**config.mk**
```make
export PLATFORM = sky130hd
export DESIGN_NAME = mem_coalesce_issue
export DESIGN_NICKNAME = d
export VERILOG_FILES = /design/src/rtl/mem_coalesce_issue_pkg.sv /design/src/rtl/mem_coalesce_issue_seg_match.sv /design/src/rtl/mem_coalesce_issue.sv
export SDC_FILE = /design/constraint.sdc
export NUM_CORES = 2
export LEC_CHECK = 0
export CAP_MARGIN = 30
export CELL_PAD_IN_SITES_DETAIL_PLACEMENT = 0
export CELL_PAD_IN_SITES_GLOBAL_PLACEMENT = 1
export CORE_AREA = 3 3 434 436
export DETAILED_ROUTE_END_ITERATION = 16
export DIE_AREA = 0 0 437 439
export GPL_TIMING_DRIVEN = 1
export PLACE_DENSITY_LB_ADDON = 0.1
export SYNTH_ARGS = -nofsm -noshare
export SYNTH_HDL_FRONTEND = slang
export SYNTH_SLANG_ARGS = --single-unit
```
**constraint.sdc**
```tcl
create_clock -name clk -period 11.74 [get_ports clk]
set_input_delay 1.174 -clock clk [delete_from_list [all_inputs] [get_ports clk]]
set_output_delay 1.174 -clock clk [all_outputs]
set_load 0.005 [all_outputs]
```
**src/rtl/mem_coalesce_issue_pkg.sv**
```systemverilog
// Shared sizing constants and state encoding for the memory-coalescing issue sequencer.
package mem_coalesce_issue_pkg;

    localparam int SIZE_CORE              = 32;
    localparam int SIZE_CORE_LOG          = 5;
    localparam int SIZE_ADDR              = 32;
    localparam int SIZE_SEGMENT_BYTES_LOG = 6;
    localparam int SIZE_TAG               = SIZE_ADDR - SIZE_SEGMENT_BYTES_LOG;

    typedef enum logic {
        ST_IDLE  = 1'b0,
        ST_ISSUE = 1'b1
    } state_t;

endpackage

```
**src/rtl/mem_coalesce_issue_seg_match.sv**
```systemverilog
// Combinational segment matcher: finds the lowest pending lane and every pending lane sharing its segment.
module mem_coalesce_issue_seg_match
    import mem_coalesce_issue_pkg::*;
(
    input  logic [SIZE_CORE-1:0]          i_pending,
    input  logic [SIZE_CORE*SIZE_TAG-1:0] i_tags,
    output logic [SIZE_ADDR-1:0]          o_seg_addr,
    output logic [SIZE_CORE-1:0]          o_lane_mask
);

    logic [SIZE_CORE_LOG-1:0] w_first;
    logic                     w_found;
    logic [SIZE_TAG-1:0]      w_first_tag;

    always_comb begin
        w_first = '0;
        w_found = 1'b0;
        for (int i = 0; i < SIZE_CORE; i++) begin
            if (!w_found && i_pending[i]) begin
                w_first = SIZE_CORE_LOG'(i);
                w_found = 1'b1;
            end
        end
    end

    assign w_first_tag = i_tags[w_first*SIZE_TAG +: SIZE_TAG];
    assign o_seg_addr  = {w_first_tag, {SIZE_SEGMENT_BYTES_LOG{1'b0}}};

    always_comb begin
        o_lane_mask = '0;
        for (int i = 0; i < SIZE_CORE; i++) begin
            o_lane_mask[i] = i_pending[i] && (i_tags[i*SIZE_TAG +: SIZE_TAG] == w_first_tag);
        end
    end

endmodule

```
**src/rtl/mem_coalesce_issue.sv**
```systemverilog
// Memory-coalescing issue sequencer: one segment-aligned transaction per cycle per accepted warp.
// MEM_COALESCE_STATS_EN adds a per-warp transaction counter output (txn_count).
module mem_coalesce_issue
    import mem_coalesce_issue_pkg::*;
(
    input  logic                           clk,
    input  logic                           rst_n,
    input  logic                           req_valid,
    output logic                           req_ready,
    input  logic                           req_we,
    input  logic [SIZE_CORE-1:0]           req_mask,
    input  logic [SIZE_CORE*SIZE_ADDR-1:0] req_addr,
    output logic                           mem_valid,
    input  logic                           mem_ready,
    output logic                           mem_we,
    output logic [SIZE_ADDR-1:0]           mem_seg_addr,
    output logic [SIZE_CORE-1:0]           mem_lane_mask,
    output logic                           mem_last,
`ifdef MEM_COALESCE_STATS_EN
    output logic [SIZE_CORE_LOG:0]         txn_count,
`endif
    output logic                           done
);

    state_t                        r_state, w_state_nxt;
    logic [SIZE_CORE-1:0]          r_pending, w_pending_nxt;
    logic [SIZE_CORE*SIZE_TAG-1:0] r_tags, w_req_tags;
    logic                          r_we;
    logic                          r_done, w_done_nxt;
    logic                          w_accept;
    logic                          w_hs;
    logic [SIZE_CORE-1:0]          w_match_mask;
    logic [SIZE_ADDR-1:0]          w_seg_addr;
    logic                          w_unused_offsets;

    // Byte offsets inside a segment never affect merging, so only the segment tags are held.
    always_comb begin
        w_req_tags       = '0;
        w_unused_offsets = 1'b0;
        for (int i = 0; i < SIZE_CORE; i++) begin
            w_req_tags[i*SIZE_TAG +: SIZE_TAG] = req_addr[i*SIZE_ADDR+SIZE_SEGMENT_BYTES_LOG +: SIZE_TAG];
            w_unused_offsets = w_unused_offsets ^ (^req_addr[i*SIZE_ADDR +: SIZE_SEGMENT_BYTES_LOG]);
        end
    end

    mem_coalesce_issue_seg_match u_seg_match (
        .i_pending   (r_pending),
        .i_tags      (r_tags),
        .o_seg_addr  (w_seg_addr),
        .o_lane_mask (w_match_mask)
    );

    assign req_ready     = (r_state == ST_IDLE);
    assign mem_valid     = (r_state == ST_ISSUE);
    assign mem_we        = r_we;
    assign mem_seg_addr  = mem_valid ? w_seg_addr : '0;
    assign mem_lane_mask = w_match_mask;
    assign mem_last      = mem_valid && ((r_pending & ~w_match_mask) == '0);
    assign done          = r_done;
    assign w_accept      = req_ready && req_valid;
    assign w_hs          = mem_valid && mem_ready;

    always_comb begin
        w_state_nxt   = r_state;
        w_pending_nxt = r_pending;
        w_done_nxt    = 1'b0;
        case (r_state)
            ST_IDLE: begin
                if (req_valid) begin
                    w_pending_nxt = req_mask;
                    if (req_mask != '0) w_state_nxt = ST_ISSUE;
                    else                w_done_nxt  = 1'b1;
                end
            end
            ST_ISSUE: begin
                if (mem_ready) begin
                    w_pending_nxt = r_pending & ~w_match_mask;
                    if (mem_last) begin
                        w_state_nxt = ST_IDLE;
                        w_done_nxt  = 1'b1;
                    end
                end
            end
            default: w_state_nxt = ST_IDLE;
        endcase
    end

    always_ff @(posedge clk or negedge rst_n) begin
        if (!rst_n) begin
            r_state   <= ST_IDLE;
            r_pending <= '0;
            r_tags    <= '0;
            r_we      <= 1'b0;
            r_done    <= 1'b0;
        end else begin
            r_state   <= w_state_nxt;
            r_pending <= w_pending_nxt;
            r_done    <= w_done_nxt;
            if (w_accept) begin
                r_tags <= w_req_tags;
                r_we   <= req_we;
            end
        end
    end

`ifdef MEM_COALESCE_STATS_EN
    logic [SIZE_CORE_LOG:0] r_txn_count;

    always_ff @(posedge clk or negedge rst_n) begin
        if (!rst_n)        r_txn_count <= '0;
        else if (w_accept) r_txn_count <= '0;
        else if (w_hs)     r_txn_count <= r_txn_count + (SIZE_CORE_LOG+1)'(1);
    end

    assign txn_count = r_txn_count;
`endif

endmodule

```
[After elaboration in Yosys (flattened, before gate mapping)]
Index checks and enable logic that the tools add are counted.
Storage, ports and cells
  flip-flop bits (word level): 867
  input bits: 1061
  output and inout port bits: 69
  word-level logic and storage cells: 219
Cells by class
  $mul: 1
  eq/ne operators: 34
  shift operators: 1
  mux-type cells: 76
  bitwise gates (word level): 3
  reduce and logical (&&, ||, !) cells: 99
Operators by type and width (count)
  26-bit == test: 32
  832-bit by 11-bit indexed part select with 26-bit output: 1
  32-bit two-way mux: 3
  5-bit two-way mux: 16
  1-bit logical AND: 65
  32-bit case mux with 2 select lines: 1
  1-bit two-way mux: 40
  32-bit AND: 1
  32-bit zero test: 1
  4-bit two-way mux: 8
  32-bit NOT: 1
  32-bit nonzero test: 1
  1-bit zero test: 31
  3-bit two-way mux: 4
  5-bit by 4-bit multiplier with 9-bit output (second input constant): 1
  2-bit two-way mux: 2
  2-bit != test (second input constant): 2
  1-bit case mux with 2 select lines: 2
  2-bit AND reduction: 1
  1-bit NOT: 1

[Depth between registers and ports, before layout]
  depth after elaboration: 105
  gate-level depth with buffers: 23
  gate-level depth less buffers: 16

[Modules after synthesis]
From an unflattened synthesis, not the netlist that was laid out.
Unflattened totals
  cells, all modules: 4773
  area, all modules: 51949.8 um^2
Modules (own cells, without submodules)
  mem_coalesce_issue: instances 1, cells an instance 2034, area an instance 33119.3 um^2, sequential area each 21695.8 um^2
  mem_coalesce_issue_seg_match: instances 1, cells an instance 2739, area an instance 18830.6 um^2, sequential area each 0.0 um^2

[Worst setup path before layout]
OpenSTA, ideal clock, no wires.
  path kind: register to output
  start point: register r_pending[8]
  end point: output mem_last
  arrival time: 5.320 ns
  data required time: 10.566 ns
  slack: 5.246 ns
  cell stages (with the launch flop): 20
  path buffers: 4
  cells stage by stage: dfrtp_1 nor4_2 nand4_1 or4_1 o211ai_2 buf_4 buf_4 buf_4 mux2i_1 a21oi_1 a2111o_1 a21oi_2 buf_6 xor2_1 nand4_1 or4_1 o41ai_1 o2111ai_1 nor4_2 and3_1
On the way
  word-level cells in the longest chain between the ends: 79
  elaborated cells on any way between the ends: 164
  those cells by class: mul (1); eq/ne (32); shift (1); mux (47); bitwise (2); reduce/logical (81)
RTL lines
  from (decl): line mem_coalesce_issue.sv:26  | logic [SIZE_CORE-1:0] r_pending, w_pending_nxt;
  from (signal assigned): line mem_coalesce_issue.sv:97  | r_pending <= w_pending_nxt;
  1-bit logical AND: line mem_coalesce_issue_seg_match.sv:19  | if (!w_found && i_pending[i]) begin
  1-bit two-way mux: line mem_coalesce_issue_seg_match.sv:19
  1-bit zero test: line mem_coalesce_issue_seg_match.sv:19
  1-bit logical AND: line mem_coalesce_issue_seg_match.sv:19
  1-bit two-way mux: line mem_coalesce_issue_seg_match.sv:19
  1-bit zero test: line mem_coalesce_issue_seg_match.sv:19
  1-bit logical AND: line mem_coalesce_issue_seg_match.sv:19
  1-bit two-way mux: line mem_coalesce_issue_seg_match.sv:19
  (+63 left out)
  5-bit by 4-bit multiplier with 9-bit output: line mem_coalesce_issue_seg_match.sv:26  | assign w_first_tag = i_tags[w_first*SIZE_TAG +: SIZE_TAG];
  832-bit by 11-bit indexed part select with 26-bit output: line mem_coalesce_issue_seg_match.sv:26
  26-bit == test: line mem_coalesce_issue_seg_match.sv:32  | o_lane_mask[i] = i_pending[i] && (i_tags[i*SIZE_TAG +: SIZE_TAG] == w_first_tag);
  1-bit logical AND: line mem_coalesce_issue_seg_match.sv:32
  32-bit NOT: line mem_coalesce_issue.sv:58  | assign mem_last = mem_valid && ((r_pending & ~w_match_mask) == '0);
  32-bit AND *: line mem_coalesce_issue.sv:58
  32-bit zero test *: line mem_coalesce_issue.sv:58
  1-bit logical AND *: line mem_coalesce_issue.sv:58
  to (decl): line mem_coalesce_issue.sv:18  | output logic mem_last,
Mark *: on every way between the ends. The rest lies on a longest branch, timed or not.

[Worst setup path in the final report]
  start point: register r_pending[10]
  end point: output mem_last
On the way
  word-level cells in the longest chain between the ends: 73
  elaborated cells on any way between the ends: 156
  those cells by class: mul (1); eq/ne (32); shift (1); mux (43); bitwise (2); reduce/logical (77)
RTL lines (line)
  1-bit logical AND: mem_coalesce_issue_seg_match.sv:19
  1-bit two-way mux: mem_coalesce_issue_seg_match.sv:19
  1-bit zero test: mem_coalesce_issue_seg_match.sv:19
  1-bit logical AND: mem_coalesce_issue_seg_match.sv:19
  1-bit two-way mux: mem_coalesce_issue_seg_match.sv:19
  1-bit zero test: mem_coalesce_issue_seg_match.sv:19
  1-bit logical AND: mem_coalesce_issue_seg_match.sv:19
  1-bit two-way mux: mem_coalesce_issue_seg_match.sv:19
  (+57 left out)
  5-bit by 4-bit multiplier with 9-bit output: mem_coalesce_issue_seg_match.sv:26
  832-bit by 11-bit indexed part select with 26-bit output: mem_coalesce_issue_seg_match.sv:26
  26-bit == test: mem_coalesce_issue_seg_match.sv:32
  1-bit logical AND: mem_coalesce_issue_seg_match.sv:32
  32-bit NOT: mem_coalesce_issue.sv:58
  32-bit AND *: mem_coalesce_issue.sv:58
  32-bit zero test *: mem_coalesce_issue.sv:58
  1-bit logical AND *: mem_coalesce_issue.sv:58
Marked as above.

==> impl_metrics.toml <==
[grt]
grt_usage_pct = 31.7
grt-ovfl-total = 0
grt_max_degree = 174
grt_pass1_vias = 45600
antenna_found_initial = 31
grt_pass1_wl_um = 416000

[sta]
slew_headroom_pct = 17.8
slew_viol_final = 0
rsz0062_at_grt = "false"
period_needed_ns = 11.45
min_period_over_period_pct = 97.5
hold_viol_final = 0
max_clock_freq_ghz = 0.0874
setup_violations = 0
worstMarginPinSlew_ns = 1.23
fin_setup_tns_ns = 0
finClkSkew_ns = 0.0518

[synth]
synthArstFlopShare_pct = 100
synth_area_per_cell_um2 = 10.6
seq_area_frac_synth_pct = 41.4
synth_enable_flop_cells = 0
synth_seq_cells = 867
synth_flop_cell = "dfrtp_1"
synth.most_common_cell = "dfrtp_1"
synthTopCellsByCount = "dfrtp_1 (867), mux2_2 (829), xnor2_1 (526), nand2_1 (430), xor2_1 (230)"
yosysUniqueCellTypes = 90
synthCells = 4938
synth_area_um2 = 52400
synthTopCellsByArea = "dfrtp_1 (41%), mux2_2 (18%), xnor2_1 (8.8%)"
synth_top_area_share_pct = 41.4
synth_warnings = 0
yosys.area.top_type = "dfrtp_1"

[power]
power.leakage_nw = 27.8
power.density_nw_per_um2 = 148
vdd_drop_max_uv = 98.9

[die]
coreArea_um2 = 185000
initial_utilization_pct = 28.3
dieHeight_um = 439
die_w_um = 437
io_pins = 1130
dieArea_um2 = 192000
rows = 158

[routing]
drtPass1Iterations = 8
drtIter0Drc = 4749
drc_errors = 0
num_vias = 46300
vias_per_cell = 5.50
antenna_left = 0
wl_per_cell_um = 37.5
wirelength_um = 316000

[critical_path]
cp-start-kind = "flop"
crit_fanout = 29
critPathCaptureType = "output port"
crit_type = "flop to output port"
cp.required_ns = 10.57
cp_data_arrival_time_ns = 10.27

[final_layout]
fin_nets = 6885
drive_above_1_share_pct = 21.6
final_area_um2 = 68700
syn_to_final_growth_pct = 30.9

[clocking]
clk_pin_slew_ns = 0.06
cts_tree = "built"
cts_hold_buffers = 0
numCtsBuffers = 105
root_buffer = "clkbuf_16"
clock_sinks = 867
cts_buffer_depth = 3
post-cts-setup-buffers = 0
htreeDepth = 3
clock_latency_ns = 0.79
cts_resized = 0

[placement]
hpwl_um = 249000
gp_congestion = 0.937
numPortBuffers = 931
placed_area_um2 = 65100

[flow_run]
cap_viol_max_count = 0

[hold_path]
hold_class = "input pin to asynchronous set/reset pin"

[status]
outcome = "complete, no violations"
[where the power goes]
group,switching (W),internal [W],total (W)
Clock,0.00143,0.00202,0.00345
Combinational,0.00202,0.00130,0.00332
Sequential,0.000257,0.00314,0.00340
[worst max-delay path, stage by stage, from the launching register on]
cell,delay [ns]
dfrtp_1,0.53
nor4_2,0.65
nand4_1,0.55
nor4_2,0.77
nor2_2,0.31
nand3_4,0.66
buf_4,0.53
buf_4,0.26
nand3_1,0.08
and3_1,0.29
a31oi_1,0.46
o2111ai_1,0.53
nand2_2,0.64
o221ai_1,0.28
or4_1,0.57
o41ai_1,0.77
buf_4,0.25
o2111ai_1,0.13
nor4_2,0.26
and3_1,0.20
buf_4,0.16
clkdlybuf4s50_1,0.51
[worst paths after layout]
kind,start,end,slack (ns),depth (start not counted)
max reg2reg,r_pending[10],done,2.52,20
min reg2reg,r_tags[24],r_tags[24],0.51,1
min in group clk,r_tags[24],r_tags[24],0.51,1
max in group asynchronous,rst_n,r_tags[796],9.15,3
min,rst_n,r_tags[260],0.42,1
max,r_pending[10],mem_last,0.29,21
[cell families after synthesis]
kind of cell / count (synthesis) / synth area share, %
XOR/XNOR: 756 / 12.6
other: 1 / 0.00715
AND/OR/NAND/NOR: 1242 / 11.7
flip-flops: 867 / 41.4
AO/OA/AOI/OAI: 693 / 9.49
multiplexers: 985 / 20.8
buffers and inverters: 394 / 4.03
[cell type report]
cell class                 instances  area [um^2]
multi-input combinational       3682        28900
timing repair buffer            1134        11200
clock buffer                     157         3050
fill                           18700       116000
tap                             2480         3100
antenna                           14         35.0
clock inverter                    39          527
inverter                          34          128
sequential                       867        21700
[flip-flops by register name, summed over array words and instances (netlist names)]
signal / count
r_pending: 32
r_tags: 832
done: 1
mem_we: 1
mem_valid: 1
[stage by stage]
step | hold WS, ns | total power (W) | std cells | setup slack, ns | utilization, %
2_1_floorplan | 0.477 | 0.00507 | 4943 | 5.25 | -
3_3_place_gp | 0.493 | 0.00671 | 8184 | 1.09 | 35.1
3_5_place_dp | 0.496 | 0.00672 | 8197 | 1.25 | 35.2
4_1_cts | 0.423 | 0.0102 | 8393 | 0.385 | 37.1
5_1_grt | 0.439 | 0.0105 | 8397 | 0.0999 | 37.1
6_report | 0.420 | 0.0102 | 8407 | 0.294 | 37.1
[layer usage]
| metal | up-vias | GRT usage [%] | share of wire [%] |
|---|---|---|---|
| met4 | 12 | 15.1 | 5.5 |
| met5 | - | 0 | 0.025 |
| li1 | 19700 | - | - |
| met1 | 24000 | 41.9 | 43 |
| met3 | 454 | 5.72 | 6.4 |
| met2 | 2115 | 50.1 | 45 |
[cell usage in the layout, fill, tap and decap left out, drive strengths merged, types with 11 or more instances in the layout]
| cell | n |
|---|---|
| nand2 | 430 |
| or4 | 26 |
| o31ai | 11 |
| o221a | 12 |
| a31oi | 31 |
| nor3 | 82 |
| and3 | 45 |
| mux2 | 829 |
| and2 | 29 |
| xnor2 | 526 |
| clkdlybuf4s50 | 929 |
| inv | 39 |
| o311ai | 13 |
| o211ai | 41 |
| o21ai | 119 |
| nor2 | 163 |
| o2111ai | 18 |
| buf | 205 |
| nand3 | 184 |
| nor4 | 130 |
| clkinv | 20 |
| or3 | 12 |
| diode | 14 |
| dfrtp | 867 |
| o221ai | 33 |
| xor2 | 230 |
| a211oi | 29 |
| o22ai | 43 |
| mux2i | 156 |
| a22o | 14 |
| clkbuf | 157 |
| a221oi | 27 |
| nand4 | 111 |
| a311oi | 11 |
| o41ai | 12 |
| a221o | 16 |
| a21oi | 157 |
| a2111oi | 18 |
Power figures use the tool's default switching activity.
